===== config.mk =====
export PLATFORM = sky130hd
export DESIGN_NAME = mc_alu_sequencer_flat
export DESIGN_NICKNAME = d
export VERILOG_FILES = /design/src/rtl/mc_alu_sequencer_if.sv /design/src/rtl/mc_alu_sequencer.sv /design/src/flat_wrapper.sv
export SDC_FILE = /design/constraint.sdc
export NUM_CORES = 1
export LEC_CHECK = 0
export ABC_CLOCK_PERIOD_IN_PS = 6100
export CORE_MARGIN = 10
export CORE_UTILIZATION = 45
export CTS_BUF_LIST = sky130_fd_sc_hd__clkbuf_4 sky130_fd_sc_hd__clkbuf_8 sky130_fd_sc_hd__clkbuf_16
export CTS_CLUSTER_SIZE = 14
export DETAILED_ROUTE_END_ITERATION = 10
export PLACE_DENSITY_LB_ADDON = 0.08
export SLEW_MARGIN = 10
export SYNTH_ARGS = -nofsm -noshare
export SYNTH_HDL_FRONTEND = slang
export SYNTH_SLANG_ARGS = --single-unit

===== constraint.sdc =====
create_clock -name clk -period 6.1 [get_ports clk]
set_clock_uncertainty 0.2 [all_clocks]
set_input_delay 1.525 -clock clk [delete_from_list [all_inputs] [get_ports clk]]
set_output_delay 1.525 -clock clk [all_outputs]
set_load 0.01 [all_outputs]

===== src/rtl/mc_alu_sequencer_if.sv =====
// mc_alu_sequencer_if: instruction handshake plus datapath control/status bundle.
// Ports carried:
//   instr_valid, instr, instr_ready     - instruction valid/ready handshake
//   alu_zero, mem_ready                 - datapath status inputs to the sequencer
//   ALUControl, alu_src_imm, reg_dst_rd, mem_to_reg - held decode selects
//   reg_write, mem_read, mem_write, branch_taken    - phase strobes
//   done, illegal                       - retire pulse and its qualifier
// master: instruction source and datapath side; slave: the sequencer.
interface mc_alu_sequencer_if;
   logic        instr_valid;
   logic [31:0] instr;
   logic        instr_ready;
   logic        alu_zero;
   logic        mem_ready;
   logic [4:0]  ALUControl;
   logic        alu_src_imm;
   logic        reg_dst_rd;
   logic        mem_to_reg;
   logic        reg_write;
   logic        mem_read;
   logic        mem_write;
   logic        branch_taken;
   logic        done;
   logic        illegal;
   modport master (
      output instr_valid, instr, alu_zero, mem_ready,
      input  instr_ready, ALUControl, alu_src_imm, reg_dst_rd, mem_to_reg,
             reg_write, mem_read, mem_write, branch_taken, done, illegal
   );
   modport slave (
      input  instr_valid, instr, alu_zero, mem_ready,
      output instr_ready, ALUControl, alu_src_imm, reg_dst_rd, mem_to_reg,
             reg_write, mem_read, mem_write, branch_taken, done, illegal
   );
endinterface


===== src/rtl/mc_alu_sequencer.sv =====
// mc_alu_sequencer: multi-cycle IDLE/DECODE/EXEC/MEM/WB control sequencer.
// Ports:
//   clk   - clock, rising edge
//   rst_n - asynchronous active-low reset
//   bus   - mc_alu_sequencer_if.slave: handshake in, decode selects and strobes out
module mc_alu_sequencer (
   input logic               clk,
   input logic               rst_n,
   mc_alu_sequencer_if.slave bus
);
   typedef enum logic [2:0] {IDLE, DECODE, EXEC, MEM, WB} state_t;
   state_t      state, state_nx;
   logic [5:0]  op, fn;
   logic [4:0]  dec_ctl, alu_ctl;
   logic        dec_ok, dec_imm, dec_rd, dec_lw, dec_sw, dec_beq;
   logic        src_imm, dst_rd, is_lw, is_sw, is_beq;
   logic        rw, mr, mw, br, dn, ill;
   // Only opcode and funct are needed once the word is accepted.
   always_comb begin
      dec_ctl = 5'b00000;
      dec_ok  = 1'b1;
      dec_imm = 1'b1;
      dec_rd  = 1'b0;
      dec_lw  = 1'b0;
      dec_sw  = 1'b0;
      dec_beq = 1'b0;
      if (op == 6'h00) begin
         dec_imm = 1'b0;
         dec_rd  = 1'b1;
         case (fn)
            6'h20:   dec_ctl = 5'b00000;
            6'h21:   dec_ctl = 5'b00001;
            6'h22:   dec_ctl = 5'b00010;
            6'h23:   dec_ctl = 5'b00011;
            6'h24:   dec_ctl = 5'b00100;
            6'h25:   dec_ctl = 5'b00101;
            6'h26:   dec_ctl = 5'b00110;
            6'h27:   dec_ctl = 5'b00111;
            6'h2A:   dec_ctl = 5'b01001;
            6'h2B:   dec_ctl = 5'b01000;
            6'h00:   dec_ctl = 5'b01110;
            6'h04:   dec_ctl = 5'b01111;
            6'h02:   dec_ctl = 5'b10000;
            6'h06:   dec_ctl = 5'b10001;
            6'h03:   dec_ctl = 5'b10010;
            6'h07:   dec_ctl = 5'b10011;
            default: dec_ok  = 1'b0;
         endcase
      end else begin
         case (op)
            6'h08:   dec_ctl = 5'b00000;
            6'h09:   dec_ctl = 5'b00001;
            6'h0B:   dec_ctl = 5'b01000;
            6'h23:   dec_lw  = 1'b1;
            6'h2B:   dec_sw  = 1'b1;
            6'h04: begin
               dec_ctl = 5'b00010;
               dec_imm = 1'b0;
               dec_beq = 1'b1;
            end
            default: dec_ok  = 1'b0;
         endcase
      end
   end
   always_ff @(posedge clk or negedge rst_n) begin
      if (!rst_n) begin
         state   <= IDLE;
         op      <= '0;
         fn      <= '0;
         alu_ctl <= '0;
         src_imm <= 1'b0;
         dst_rd  <= 1'b0;
         is_lw   <= 1'b0;
         is_sw   <= 1'b0;
         is_beq  <= 1'b0;
      end else begin
         state <= state_nx;
         if (state == IDLE && bus.instr_valid) begin
            op <= bus.instr[31:26];
            fn <= bus.instr[5:0];
         end
         // Illegal words load neutral selects so nothing stale can steer the datapath.
         if (state == DECODE) begin
            alu_ctl <= dec_ok ? dec_ctl : 5'b00000;
            src_imm <= dec_ok & dec_imm;
            dst_rd  <= dec_ok & dec_rd;
            is_lw   <= dec_ok & dec_lw;
            is_sw   <= dec_ok & dec_sw;
            is_beq  <= dec_ok & dec_beq;
         end
      end
   end
   always_comb begin
      state_nx = state;
      rw       = 1'b0;
      mr       = 1'b0;
      mw       = 1'b0;
      br       = 1'b0;
      dn       = 1'b0;
      ill      = 1'b0;
      case (state)
         IDLE:   state_nx = bus.instr_valid ? DECODE : IDLE;
         DECODE: begin
            state_nx = dec_ok ? EXEC : IDLE;
            dn       = ~dec_ok;
            ill      = ~dec_ok;
         end
         EXEC: begin
            state_nx = (is_lw | is_sw) ? MEM : (is_beq ? IDLE : WB);
            br       = is_beq & bus.alu_zero;
            dn       = is_beq;
         end
         MEM: begin
            mr       = is_lw;
            mw       = is_sw;
            dn       = is_sw & bus.mem_ready;
            state_nx = bus.mem_ready ? (is_lw ? WB : IDLE) : MEM;
         end
         WB: begin
            rw       = 1'b1;
            dn       = 1'b1;
            state_nx = IDLE;
         end
         default: state_nx = IDLE;
      endcase
   end
   assign bus.instr_ready  = (state == IDLE);
   assign bus.ALUControl   = alu_ctl;
   assign bus.alu_src_imm  = src_imm;
   assign bus.reg_dst_rd   = dst_rd;
   assign bus.mem_to_reg   = is_lw;
   assign bus.reg_write    = rw;
   assign bus.mem_read     = mr;
   assign bus.mem_write    = mw;
   assign bus.branch_taken = br;
   assign bus.done         = dn;
   assign bus.illegal      = ill;
endmodule


===== src/flat_wrapper.sv =====
// flat-port wrapper written by rule: the top's interface ports become plain ports
module mc_alu_sequencer_flat 
  (clk, rst_n, bus_instr_valid, bus_instr, bus_alu_zero, bus_mem_ready, bus_instr_ready, bus_ALUControl, bus_alu_src_imm, bus_reg_dst_rd, bus_mem_to_reg, bus_reg_write, bus_mem_read, bus_mem_write, bus_branch_taken, bus_done, bus_illegal);
  mc_alu_sequencer_if bus_i ();
  input logic clk;
  input logic rst_n;
  input wire logic [$bits(bus_i.instr_valid)-1:0] bus_instr_valid;
  input wire logic [$bits(bus_i.instr)-1:0] bus_instr;
  input wire logic [$bits(bus_i.alu_zero)-1:0] bus_alu_zero;
  input wire logic [$bits(bus_i.mem_ready)-1:0] bus_mem_ready;
  output wire logic [$bits(bus_i.instr_ready)-1:0] bus_instr_ready;
  output wire logic [$bits(bus_i.ALUControl)-1:0] bus_ALUControl;
  output wire logic [$bits(bus_i.alu_src_imm)-1:0] bus_alu_src_imm;
  output wire logic [$bits(bus_i.reg_dst_rd)-1:0] bus_reg_dst_rd;
  output wire logic [$bits(bus_i.mem_to_reg)-1:0] bus_mem_to_reg;
  output wire logic [$bits(bus_i.reg_write)-1:0] bus_reg_write;
  output wire logic [$bits(bus_i.mem_read)-1:0] bus_mem_read;
  output wire logic [$bits(bus_i.mem_write)-1:0] bus_mem_write;
  output wire logic [$bits(bus_i.branch_taken)-1:0] bus_branch_taken;
  output wire logic [$bits(bus_i.done)-1:0] bus_done;
  output wire logic [$bits(bus_i.illegal)-1:0] bus_illegal;
  assign bus_i.instr_valid = bus_instr_valid;
  assign bus_i.instr = bus_instr;
  assign bus_i.alu_zero = bus_alu_zero;
  assign bus_i.mem_ready = bus_mem_ready;
  assign bus_instr_ready = bus_i.instr_ready;
  assign bus_ALUControl = bus_i.ALUControl;
  assign bus_alu_src_imm = bus_i.alu_src_imm;
  assign bus_reg_dst_rd = bus_i.reg_dst_rd;
  assign bus_mem_to_reg = bus_i.mem_to_reg;
  assign bus_reg_write = bus_i.reg_write;
  assign bus_mem_read = bus_i.mem_read;
  assign bus_mem_write = bus_i.mem_write;
  assign bus_branch_taken = bus_i.branch_taken;
  assign bus_done = bus_i.done;
  assign bus_illegal = bus_i.illegal;
  mc_alu_sequencer u_core (.clk(clk), .rst_n(rst_n), .bus(bus_i));
endmodule

# Yosys cells after proc, flatten, opt, wreduce, memory -nomap -nowiden
# Index checks and enable logic that the tools add are counted.
# word_totals
reg_bits	25
output_inout_bits	15
elab_cells	78
# op_classes
n_eq_ne	25
muxes	29
n_bitwise	9
n_reduce_logical	6
# ops
operator	n
5-bit one-hot mux with 15 select lines	1
6-bit equality test, second input constant	12
6-bit by 3-bit equality test with 1-bit output, second input constant	4
6-bit by 4-bit equality test with 1-bit output, second input constant	3
1-bit 2-to-1 mux	18
16-bit OR reduction	1
6-bit by 2-bit equality test with 1-bit output, second input constant	2
6-bit zero test	2
3-bit 2-to-1 mux	4
3-bit one-hot mux with 4 select lines	1
4-bit one-hot mux with 3 select lines	1
5-bit 2-to-1 mux	2
1-bit bitwise AND	7
3-bit by 2-bit equality test with 1-bit output, second input constant	2
6-bit OR reduction	1
1-bit one-hot mux with 4 select lines	1
3-bit by 1-bit equality test with 1-bit output, second input constant	1
3-bit equality test, second input constant	1
3-bit zero test	1
2-bit 2-to-1 mux	1
1-bit logical AND	1
1-bit NOT	1
1-bit bitwise OR	1

# Logic depth before layout (Yosys ltp)
# logic_depth
word_depth	6
mapped_depth	6
ltp_nobuf	5

# Worst setup path before layout
# OpenSTA, ideal clock, no wires.
# synth_path
kind	input to output
from	in bus_mem_ready
to	out bus_done
t_arrival_ps	1979
required_time_ps	4375
slack_ps	2396
cell_stages	3
cell_sequence	nand3_1 o21ai_0 a211o_1
# synth_via
elab_chain_cells	2
# synth_rtl
element	line	source
from (decl)	flat_wrapper.sv:10	input wire logic [$bits(bus_i.mem_ready)-1:0] bus_mem_ready;
1-bit bitwise AND	mc_alu_sequencer.sv:116	dn = is_sw & bus.mem_ready;
1-bit one-hot mux with 4 select lines	mc_alu_sequencer.sv:101	case (state)
to (decl)	flat_wrapper.sv:20	output wire logic [$bits(bus_i.done)-1:0] bus_done;
# Every way passes these cells.

# Worst setup path in the final report
# Ends and elaborated chain as after synthesis.

==> out/metrics.csv <==
stage,metric,value,unit
outcome,status,"complete, no violations",
clock_tree,cts_tree,yes,
clock_tree,post_cts_buffers,0,
routing,dr_total_vias,1012,
setup_path,path_class,input port to output pin,
sta,timing.fmax,0.2155,GHz
final_layout,final_cell_mix,"31 x clkdlybuf4s50_1, 25 x dfrtp_1, 20 x nand2_1, 10 x o21ai_0",
placement,dpl_cell_area,0.001600,mm^2
routing,ant_nets,0,
global_routing,grt-ovfl-total,0,
global_routing,track_usage,0.1119,
yosys,postSynthAreaPerCell,9.912,um^2
final_layout,final_cell_area,0.001630,mm^2
sta,worst_pin_slew,1.076,ns
clock_tree,clockRootBuffer,clkbuf_4,
floorplanning,core_area,0.002734,mm^2
final_layout,area_growth,28.50,%
sta,period_needed,4.640,ns
yosys,yosys.area.top_type,dfrtp_1,
floorplanning,die_y,73.10,um
sta,drv_slew,0,
min_path,hold_start,u_core.bus.reg_dst_rd$_DFFE_PN0P_,
final_layout,postLayoutCoreUtil,0.5963,
floorplanning,ios,52,
floorplanning,die_w,73.10,um
floorplanning,num_rows,19,
routing,drt_iter0_markers,50,
flow_run,max-cap-violations,0,
setup_path,start_kind,input port,
placement,dp_hpwl,2197,um
sta,setup_ws,1.460,ns
floorplanning,initial_core_util,0.4641,
floorplanning,die_area,0.005343,mm^2
clock_tree,hold_buffers,0,
power_and_ir_drop,power_leakage,0.6962,nW
clock_tree,cts_buffers,3,
routing,firstDrtPassIters,4,
yosys,netlist_instances,128,
routing,wire_per_inst,14.59,um
global_routing,grt_pass1_vias,1041,
global_routing,grt_pass1_wl,4878,um
routing,viasPerCell,5.326,
sta,setup_violations,0,
global_routing,antenna_found_initial,0,
setup_path,cp.required,4.38,ns
sta,finalCritPeriodShare,0.7607,
setup_path,r2r_start,u_core.state[0]$_DFF_PN0_,
clock_tree,cts_repair_resize_count,0,
clock_tree,clk_pin_slew,0.13,ns
power_and_ir_drop,power.ir.vdd_worst,0.2870,mV
routing,wl,2772,um
clock_tree,clock-sinks,25,
sta,setup_tns,0,ns
setup_path,end_kind,output pin,
sta,hold_slack,0.2941,ns
final_layout,nNetsFinal,197,
yosys,syn_area,0.001269,mm^2
yosys,synth_top_area_share,0.4931,
global_routing,grt_max_degree,26,
setup_path,crit_start,bus_mem_ready,
placement,port_buffers,31,
clock_tree,ctsHtreeMaxLevel,1,
final_layout,layout_commonest_cell,clkdlybuf4s50_1,
final_layout,nFillCells,264,
power_and_ir_drop,p_per_area,444.2,mW/mm^2
min_path,hold_path.class,register to register,
yosys,synthesis.nets,165,
clock_tree,clock_path_buffers,2,
final_layout,drive_above_1_share,0.1321,
clock_tree,insertion_delay,0.32,ns
yosys,synth-seq-cells,25,
sta,max_slew_margin,0.2806,
yosys,yosysWarnings,0,
sta,final_hold_viol_count,0,
setup_path,cp_max_fo,3,
final_layout,antenna_cells,0,
yosys,synthTopCellsByArea,"dfrtp_1 49%, mux2_2 7.1%, nand2_1 5.9%, o21ai_0 3.9%, a21oi_1 2.8%",
placement,place.gp.congestion,0.7913,
sta,rsz0062_at_grt,no,
yosys,seq_area_frac_synth,0.4931,
setup_path,cp.arrival,2.92,ns
placement,post-place-ws,1.455,ns
routing,drc,0,
yosys,yosysUniqueCellTypes,36,
critical path, cell delays in order:
cell             delay, ns
clkdlybuf4s50_1       0.45
nand3_1               0.09
o21ai_0               0.08
a211o_1               0.30
clkdlybuf4s50_1       0.48
power breakdown:
group / leakage [nW] / switching, W / internal (W)
Combinational: 0.358 / 0.000169 / 0.000167
Sequential: 0.320 / 0.0000834 / 0.000226
Clock: 0.0184 / 0.0000491 / 0.0000300
Total: 0.696 / 0.000301 / 0.000423
cells in the mapped netlist (all sizes together):
| library cell | instances |
|---|---|
| nor3b | 3 |
| nor2b | 3 |
| and2 | 1 |
| nand3 | 5 |
| dfrtp | 25 |
| nor3 | 2 |
| or2 | 1 |
| a21o | 2 |
| nand2b | 2 |
| nor4 | 1 |
| clkbuf | 2 |
| and3 | 3 |
| and4b | 1 |
| a32oi | 2 |
| a211o | 1 |
| nand2 | 21 |
| nand4 | 1 |
| o31ai | 3 |
| nor2 | 8 |
| a31oi | 1 |
| a21oi | 7 |
| buf | 2 |
| mux2 | 8 |
| xnor2 | 1 |
| nand3b | 1 |
| a22oi | 1 |
| o41ai | 2 |
| o21ai | 10 |
| inv | 5 |
| or3b | 1 |
| or4 | 1 |
| o2111ai | 1 |
worst paths after layout:
check / cells past startpoint / slack [ns] / endpoint
max in group asynchronous: 1 / 3.49 / u_core.bus.mem_to_reg$_DFFE_PN0P_
min in group asynchronous: 1 / 1.57 / u_core.bus.ALUControl[2]$_DFFE_PN0P_
setup reg to reg: 3 / 4.05 / u_core.fn[4]$_DFFE_PN0P_
hold / removal: 2 / 0.29 / u_core.bus.reg_dst_rd$_DFFE_PN0P_
setup / recovery: 5 / 1.46 / bus_done
hold reg to reg: 2 / 0.29 / u_core.bus.reg_dst_rd$_DFFE_PN0P_
layout make-up:
| type | count | area (um^2) | area share |
|---|---|---|---|
| flip-flops and latches | 25 | 625.6 | 0.3837 |
| multi-input cells | 94 | 606.8 | 0.3722 |
| repair buffers | 31 | 310.3 | 0.1903 |
| well taps | 31 | 38.79 | 0.02379 |
| clock buffers | 4 | 30.03 | 0.01842 |
| inverters | 5 | 18.77 | 0.01151 |
stage by stage:
step	total power, W	std cells
after floorplan	0.0005282	128
after global placement	0.0006420	186
after detailed placement	0.0006535	186
after CTS	0.0007326	190
after global routing	0.0007932	190
final	0.0007242	190
routing by layer:
layer  GRT usage  routed length, um
met1      0.1396               1290
met2      0.1767               1293
met3     0.03537                169
met4     0.03797                 19
met5           0                  0
kinds of logic (layout without fill, tap and decap cells):
| kind of cell | Yosys count | in the layout | share of synthesized area |
|---|---|---|---|
| mux | 8 | 8 | 0.07101 |
| buf+inv | 9 | 40 | 0.02860 |
| simple gates | 55 | 55 | 0.2416 |
| compound gates | 30 | 30 | 0.1588 |
| xor+xnor | 1 | 1 | 0.006905 |
| flops | 25 | 25 | 0.4931 |
Note: power is estimated with default switching activity, not from simulation.
